## src/rtl/lynx_mem_arbiter.sv

```systemverilog
// lynx_mem_arbiter: shares one single-port synchronous RAM between the HPS
// ioctl loader, the CRTC video fetch and the Z80 CPU. Fixed priority
// loader > video > CPU, with a video-run limit that lets a waiting CPU in.
// The RAM port is driven from registers; reads return after two edges,
// CPU writes acknowledge after one.
module lynx_mem_arbiter #(
    parameter int AW          = 16,
    parameter int DW          = 8,
    parameter int VID_RUN_MAX = 3
) (
    input  logic          clk_sys,
    input  logic          reset,
    // HPS ioctl loader
    input  logic          ioctl_download,
    input  logic          ioctl_wr,
    input  logic [AW-1:0] ioctl_addr,
    input  logic [DW-1:0] ioctl_dout,
    output logic          ioctl_wait,
    // CRTC video fetch
    input  logic          vid_req,
    input  logic [AW-1:0] vid_addr,
    output logic          vid_ack,
    output logic [DW-1:0] vid_data,
    // Z80 CPU bus
    input  logic          cpu_req,
    input  logic          cpu_we,
    input  logic [AW-1:0] cpu_addr,
    input  logic [DW-1:0] cpu_din,
    output logic          cpu_ack,
    output logic [DW-1:0] cpu_dout,
    // RAM port
    output logic [AW-1:0] ram_addr,
    output logic          ram_we,
    output logic [DW-1:0] ram_din,
    input  logic [DW-1:0] ram_dout
);

    typedef enum logic [1:0] {
        GNT_NONE = 2'd0,
        GNT_LDR  = 2'd1,
        GNT_VID  = 2'd2,
        GNT_CPU  = 2'd3
    } gnt_e;

    localparam logic [1:0] RUN_MAX = 2'(VID_RUN_MAX);

    // Loader holding register
    logic          hold_full_q;
    logic [AW-1:0] hold_addr_q;
    logic [DW-1:0] hold_data_q;

    // Per-requester "transaction in flight" flags and the video run counter
    logic          vid_out_q;
    logic          cpu_out_q;
    logic [1:0]    vid_run_q;
    logic [1:0]    vid_run_d;

    // Access pipeline: stage 1 = RAM port presented, stage 2 = read data on ram_dout
    gnt_e          s1_src_q;
    logic          s1_we_q;
    gnt_e          s2_src_q;

    // Registered outputs
    logic [AW-1:0] ram_addr_q;
    logic          ram_we_q;
    logic [DW-1:0] ram_din_q;
    logic          vid_ack_q;
    logic [DW-1:0] vid_data_q;
    logic          cpu_ack_q;
    logic [DW-1:0] cpu_dout_q;

    logic          vid_elig;
    logic          cpu_elig;
    gnt_e          gnt_d;
    logic          vid_ack_d;
    logic          cpu_ack_d;

    // Eligibility, winner selection and next video-run count
    always_comb begin
        // An ack presented this cycle means the requester still shows the old req
        vid_elig  = vid_req && !vid_out_q && !vid_ack_q;
        cpu_elig  = cpu_req && !cpu_out_q && !cpu_ack_q && !ioctl_download;

        gnt_d = GNT_NONE;
        if (hold_full_q)
            gnt_d = GNT_LDR;
        else if (cpu_elig && vid_elig && (vid_run_q == RUN_MAX))
            gnt_d = GNT_CPU;
        else if (vid_elig)
            gnt_d = GNT_VID;
        else if (cpu_elig)
            gnt_d = GNT_CPU;

        vid_run_d = vid_run_q;
        if (gnt_d == GNT_CPU || !cpu_elig)
            vid_run_d = 2'd0;
        else if (gnt_d == GNT_VID && vid_run_q != RUN_MAX)
            vid_run_d = vid_run_q + 2'd1;

        vid_ack_d = (s2_src_q == GNT_VID);
        cpu_ack_d = (s2_src_q == GNT_CPU) || (s1_src_q == GNT_CPU && s1_we_q);
    end

    // Loader holding register: capture when empty, drain on loader grant
    always_ff @(posedge clk_sys or posedge reset) begin
        if (reset) begin
            hold_full_q <= 1'b0;
            hold_addr_q <= '0;
            hold_data_q <= '0;
        end else if (!hold_full_q) begin
            if (ioctl_wr) begin
                hold_full_q <= 1'b1;
                hold_addr_q <= ioctl_addr;
                hold_data_q <= ioctl_dout;
            end
        end else if (gnt_d == GNT_LDR) begin
            hold_full_q <= 1'b0;
        end
    end

    // Drive the RAM port from the winner; idle keeps the address, drops we
    always_ff @(posedge clk_sys or posedge reset) begin
        if (reset) begin
            ram_addr_q <= '0;
            ram_we_q   <= 1'b0;
            ram_din_q  <= '0;
        end else begin
            unique case (gnt_d)
                GNT_LDR: begin
                    ram_addr_q <= hold_addr_q;
                    ram_we_q   <= 1'b1;
                    ram_din_q  <= hold_data_q;
                end
                GNT_VID: begin
                    ram_addr_q <= vid_addr;
                    ram_we_q   <= 1'b0;
                end
                GNT_CPU: begin
                    ram_addr_q <= cpu_addr;
                    ram_we_q   <= cpu_we;
                    if (cpu_we)
                        ram_din_q <= cpu_din;
                end
                default: begin
                    ram_we_q   <= 1'b0;
                end
            endcase
        end
    end

    // Track accesses through the RAM latency and return data with the ack
    always_ff @(posedge clk_sys or posedge reset) begin
        if (reset) begin
            s1_src_q   <= GNT_NONE;
            s1_we_q    <= 1'b0;
            s2_src_q   <= GNT_NONE;
            vid_ack_q  <= 1'b0;
            vid_data_q <= '0;
            cpu_ack_q  <= 1'b0;
            cpu_dout_q <= '0;
        end else begin
            // Loader writes need no response, so they never enter the pipeline
            s1_src_q  <= (gnt_d == GNT_VID || gnt_d == GNT_CPU) ? gnt_d : GNT_NONE;
            s1_we_q   <= (gnt_d == GNT_CPU) && cpu_we;
            s2_src_q  <= (s1_src_q != GNT_NONE && !s1_we_q) ? s1_src_q : GNT_NONE;
            vid_ack_q <= vid_ack_d;
            cpu_ack_q <= cpu_ack_d;
            if (s2_src_q == GNT_VID)
                vid_data_q <= ram_dout;
            if (s2_src_q == GNT_CPU)
                cpu_dout_q <= ram_dout;
        end
    end

    // Outstanding flags (set on grant, cleared when the ack is issued) and run count
    always_ff @(posedge clk_sys or posedge reset) begin
        if (reset) begin
            vid_out_q <= 1'b0;
            cpu_out_q <= 1'b0;
            vid_run_q <= 2'd0;
        end else begin
            vid_run_q <= vid_run_d;
            if (gnt_d == GNT_VID)
                vid_out_q <= 1'b1;
            else if (vid_ack_d)
                vid_out_q <= 1'b0;
            if (gnt_d == GNT_CPU)
                cpu_out_q <= 1'b1;
            else if (cpu_ack_d)
                cpu_out_q <= 1'b0;
        end
    end

    assign ioctl_wait = hold_full_q;
    assign ram_addr   = ram_addr_q;
    assign ram_we     = ram_we_q;
    assign ram_din    = ram_din_q;
    assign vid_ack    = vid_ack_q;
    assign vid_data   = vid_data_q;
    assign cpu_ack    = cpu_ack_q;
    assign cpu_dout   = cpu_dout_q;

endmodule

```

## config.mk

```make
export PLATFORM = sky130hd
export DESIGN_NAME = lynx_mem_arbiter
export DESIGN_NICKNAME = d
export VERILOG_FILES = /design/src/rtl/lynx_mem_arbiter.sv
export SDC_FILE = /design/constraint.sdc
export NUM_CORES = 1
export LEC_CHECK = 0
export ABC_AREA = 0
export ABC_CLOCK_PERIOD_IN_PS = 6350
export CELL_PAD_IN_SITES_DETAIL_PLACEMENT = 1
export CELL_PAD_IN_SITES_GLOBAL_PLACEMENT = 2
export CORE_ASPECT_RATIO = 0.9
export CORE_UTILIZATION = 30
export DETAILED_ROUTE_END_ITERATION = 16
export PLACE_DENSITY_LB_ADDON = 0.1
export SYNTH_ARGS = -nofsm -noshare
export SYNTH_HDL_FRONTEND = slang
export SYNTH_SLANG_ARGS = --single-unit
```

## constraint.sdc

```tcl
create_clock -name clk_sys -period 6.35 [get_ports clk_sys]
set_input_delay 0.635 -clock clk_sys [delete_from_list [all_inputs] [get_ports clk_sys]]
set_output_delay 0.635 -clock clk_sys [all_outputs]
set_load 0.02 [all_outputs]
```

==> results of run 1 <==
power breakdown:
part	leakage [nW]	total (W)	internal [W]	switching (W)
Sequential	0.915	0.000719	0.000635	0.0000839
Clock	0.163	0.000563	0.000358	0.000204
Combinational	1.01	0.000690	0.000367	0.000323
per-stage QoR:
step	hold WS, ps	std cells	instance area (sq um)
after global placement	446	506	4650
after global routing	496	522	4990
after floorplan	426	265	3330
after detailed placement	453	506	4650
after CTS	460	522	4990
final	455	522	4990
routing by layer:
metal,vias up,routed length [microns]
met5,-,0
met4,0,94
met3,8,440
met2,77,4150
met1,1258,3760
li1,1188,-
layout by cell type, fill, tap and decap left out, types with 2 or more instances in the layout:
cell	instances
inv_1	11
buf_4	2
nor3_1	10
o31ai_2	3
dfrtp_1	76
clkdlybuf4s50_1	122
o22a_1	9
o221a_1	8
nor2b_1	2
a21oi_1	3
bufinv_16	2
nor3b_1	2
nor2_1	18
nand2_1	19
clkinv_4	3
mux2_2	40
o31ai_1	12
clkbuf_16	9
nand2b_1	9
o22ai_1	6
final timing paths:
| kind | startpoint | end | slack, ps |
|---|---|---|---|
| worst max-delay path | ioctl_download | ram_addr[2] | 3930 |
| worst min-delay path | s1_we_q | s2_src_q[1] | 460 |
| worst max register to register | cpu_ack | ram_addr[2] | 4250 |
| worst min register to register | s1_we_q | s2_src_q[1] | 460 |
| max in group asynchronous | reset | ioctl_wait | 4720 |
| min in group asynchronous | reset | ram_din[6] | 950 |
sequential cells by signal, summed over array words and instances (netlist names), 2 cells and up:
signal,cells
hold_data_q,8
cpu_dout,8
s1_src_q,2
s2_src_q,2
vid_run_q,2
vid_data,8
ram_addr,16
hold_addr_q,16
ram_din,8
kinds of logic (layout without fill, tap and decap cells):
family,after synthesis,count (layout)
compound gates,48,48
fa+ha+maj,1,1
buf+inv,28,152
flops,77,77
mux,41,41
simple gates,70,70
final cells by class:
class / instances / area [sq um]
inverters: 12 / 46.3
flip-flops and latches: 77 / 1930
clock inverters: 6 / 95.1
well taps: 133 / 166
multi-input cells: 160 / 1280
clock buffers: 10 / 239
repair buffers: 124 / 1240
fillers: 1166 / 5820
==> metrics.csv, run 1 <==
metric,value,unit
status,"complete, no violations",
worstPathBufferInverterCount,1,
critPathMaxStageDelay,840,ps
final_nets,464,
hold_buffers,0,
track_usage,15.7,%
yosys.area_share.simple,11.6,%
numClockSinks,77,
area_growth,50.0,%
worst_pin_slew,999,ps
grt_pass1_vias,2680,
hpwl,5.81,mm
vias,2531,
post-route-min-period,2420,ps
drcViolationCount,0,
synthAdderAreaFrac,0.376,%
syn-mean-instance-area,12.5,sq um
dr.first_iter.drc_count,75,
synth_top_family_by_area,multiplexers,
cts_setup_buffers,0,
power_per_cell_area,395,mW/mm^2
antenna_found_initial,0,
wl_per_cell,16.2,microns
hold_path_class,reg -> reg,
timing.final.crit_share,38.1,%
finalHoldViolations,0,
syn_inst,265,
syn-num-nets,345,
use_met2,26.8,%
firstDrtPassIters,4,
synth_area,0.00333,sq mm
synth.area.top_cells,"dfrtp_1 58%, mux2_2 14%, o221a_1 2.7%",
clock_tree.root_cell,clkbuf_16,
leakage,2.09,nW
place_congestion,0.669,
cts_buffers,9,
h-tree-depth,3,
vias_per_cell,4.85,
ys_types,38,
synth.most_common_cell,dfrtp_1,
synth_compound_area_share,12.3,%
fmax,413,MHz
synth_edf_count,0,
synth-seq-cells,77,
synth_xor_area_share,0,%
critical_path_class,in -> reg,
drv_slew,0,
antenna_cells,0,
fin_ws,3930,ps
yosys.area.top_type,dfrtp_1,
met3_usage,4.21,%
clock_latency,330,ps
yosysWarnings,0,
max_cap_violations,0,
post_cts_resized,0,
finalSetupViolCount,0,
start_util,30.8,%
slowest_stage,or4b_1,
peakVddDrop,0.172,mV
fp.coreArea,0.0108,sq mm
crit_fanout,15,
grt_pass1_wl,13.8,mm
tritoncts,yes,
ys.flop_type,dfrtp_1,
crit_required,6620,ps
muxShareOfSynthArea,13.8,%
rsz0062_at_grt,no,
layout-drive-gt1-share,18.8,%
dieArea,0.0115,sq mm
synth_common_cells,"77 x dfrtp_1, 40 x mux2_2, 19 x nand2_1",
end_kind,register,
path_clk_slew,60,ps
r2r_cells,4,
cts.path.max_buffers,2,
synth_top_area_share,57.9,%
seq_area_frac_synth,57.9,%
skew,6.73,ps
hold_depth,1,
die_y,102,microns
slew_headroom,33.4,%
pre_cts_ws,3570,ps
critical_path_depth,5,
finalWirelength,8.44,mm
fin_setup_tns,0,ps
portBuffers,122,
gr-total-overflow,0,
worstPathCellList,clkdlybuf4s50_1 -> or4b_1 -> mux2i_1 -> a2111oi_0 -> a21o_1,
startpoint_type,input pin,
power.total,0.00197,W
arrival,2690,ps
detail-route-antenna-nets,0,
busiest_layer,met2,
io-pin-count,123,
cp_top_family,simple AND/OR/NAND/NOR gates,
rows,36,
gr-usage-met1,19.9,%
grt_start_max_net_pins,78,
dieWidth,113,microns
async_flop_share,100,%
finish.utilization,46.1,%
(Power assumes the default switching activity.)
==> run 2, diff against run 1 <==
ABC_CLOCK_PERIOD_IN_PS = 2400   (was 6350)
CORE_UTILIZATION = 28   (was 30)
clock period = 2.4 ns   (was 6.35 ns; I/O delays follow)
==> metrics.csv, run 2 (synthesized netlist as in run 1, its figures left out) <==
metric,value,unit,change
start_util,29.0,%,-1.8 points
drcViolationCount,0,,unchanged
cts_buffers,9,,unchanged
finalNonFillerCells,550,,+5.4%
grt_start_max_net_pins,41,,-47%
antenna_found_initial,0,,unchanged
crit_required,2640,ps,-3980 ps
peakVddDrop,0.403,mV,+130%
max_cap_violations,0,,unchanged
vias,2532,,+0.040%
power_per_cell_area,1020,mW/mm^2,+160%
post_cts_resized,0,,unchanged
arrival,2280,ps,-410 ps
final_common_cell,clkdlybuf4s50_1,,
drv_slew,0,,unchanged
finalSetupViolCount,0,,unchanged
layout_common_cells,"122 x clkdlybuf4s50_1, 76 x dfrtp_1, 40 x mux2_2",,
status,"complete, no violations",,
rows,37,,+2.8%
startpoint_type,register,,
track_usage,15.5,%,-0.26 points
detail-route-antenna-nets,0,,unchanged
gr-total-overflow,0,,unchanged
vias_per_cell,4.60,,-5.1%
rsz0062_at_grt,no,,
slew_headroom,64.1,%,+31 points
portBuffers,122,,unchanged
dieArea,0.0123,sq mm,+7.0%
crit_fanout,7,,-8
worst_pin_slew,538,ps,-461 ps
grt_pass1_vias,2797,,+4.4%
hold_path_class,in -> async,,
leakage,2.11,nW,+0.82%
skew,3.83,ps,-2.90 ps
layout-drive-gt1-share,19.8,%,+1.0 points
tritoncts,yes,,
h-tree-depth,3,,unchanged
place_congestion,0.745,,+11%
fp.coreArea,0.0115,sq mm,+6.2%
cts_setup_buffers,0,,unchanged
path_clk_slew,60,ps,about the same
antenna_cells,0,,unchanged
dpl_cell_area,0.00474,sq mm,+2.0%
clock_latency,330,ps,about the same
finish.utilization,44.0,%,-2.1 points
place_inst,534,,+5.5%
fill_cells,1253,,+7.5%
finalHoldViolations,0,,unchanged
final_area,0.00505,sq mm,+1.3%
fmax,490,MHz,
critical_path_class,reg -> reg,,
area_growth,51.9,%,
hpwl,6.19,mm,+6.5%
firstDrtPassIters,4,,unchanged
clock_tree.root_cell,clkbuf_16,,
final_nets,469,,+1.1%
finalWirelength,8.72,mm,+3.3%
timing.final.crit_share,85.1,%,
cts.path.max_buffers,2,,unchanged
dr.first_iter.drc_count,50,,-33%
grt_pass1_wl,14.4,mm,+4.3%
end_kind,register,,
die_y,105,microns,+3.4%
numClockSinks,77,,unchanged
dieWidth,117,microns,+3.4%
hold_buffers,0,,unchanged
wl_per_cell,15.9,microns,-2.0%
fin_setup_tns,0,ps,unchanged
io-pin-count,123,,unchanged
post-route-min-period,2040,ps,
run 2: cell types whose count changed in the layout (fill, tap and decap cells not counted):
cell	delta
buf_12	+2
buf_4	+3
bufinv_16	-1
clkbuf_8	-1
clkinv_4	-2
clkinvlp_4	+1
inv_6	+3
run 2: report_power, final:
part           switching [W]  total (W)  internal (W)
combinational       0.000871    0.00185      0.000984
clock               0.000575    0.00140      0.000822
sequential          0.000217    0.00190       0.00168
total                0.00166    0.00515       0.00348
run 2: area by class of cell:
class | instances | area (sq um) | area share (%)
Clock buffer | 9 | 225 | 4.46
Sequential cell | 77 | 1930 | 38.2
Inverter | 12 | 46.3 | 0.917
Clock inverter | 7 | 81.3 | 1.61
Multi-Input combinational cell | 160 | 1280 | 25.3
Tap cell | 156 | 195 | 3.86
Timing Repair Buffer | 129 | 1300 | 25.7
run 2: through the flow:
step,total power (W),hold WS [ps],worst slack (ps)
2_1_floorplan,0.00289,391,193
3_3_place_gp,0.00377,443,289
3_5_place_dp,0.00381,459,262
4_1_cts,0.00524,108,308
5_1_grt,0.00545,122,261
6_report,0.00515,118,358
run 2: per-layer routing:
layer  routed length [microns]  up-vias  track usage [%]
li1                          -     1196                -
met1                      3970     1258             19.9
met2                      4190       68             25.2
met3                       436       10             3.97
met4                       116        0             5.15
met5                         0        -                0
run 2: final timing paths:
kind	from	to	slack [ps]	depth (start not counted)
setup / recovery	vid_run_q[0]	ram_addr[10]	360	5
hold / removal	reset	ram_din[6]	120	2
setup reg to reg	vid_run_q[0]	ram_addr[10]	360	5
hold reg to reg	s1_we_q	s2_src_q[0]	460	1
max in group asynchronous	reset	vid_data[5]	1660	3
min in group clk_sys	s1_we_q	s2_src_q[0]	460	1
run 2: worst max-delay path, cell delays in order, from the launching register on:
cell	delay [ps]
dfrtp_1	390
ha_1	280
or4b_4	590
nand2_1	300
o22ai_1	150
o31ai_1	230
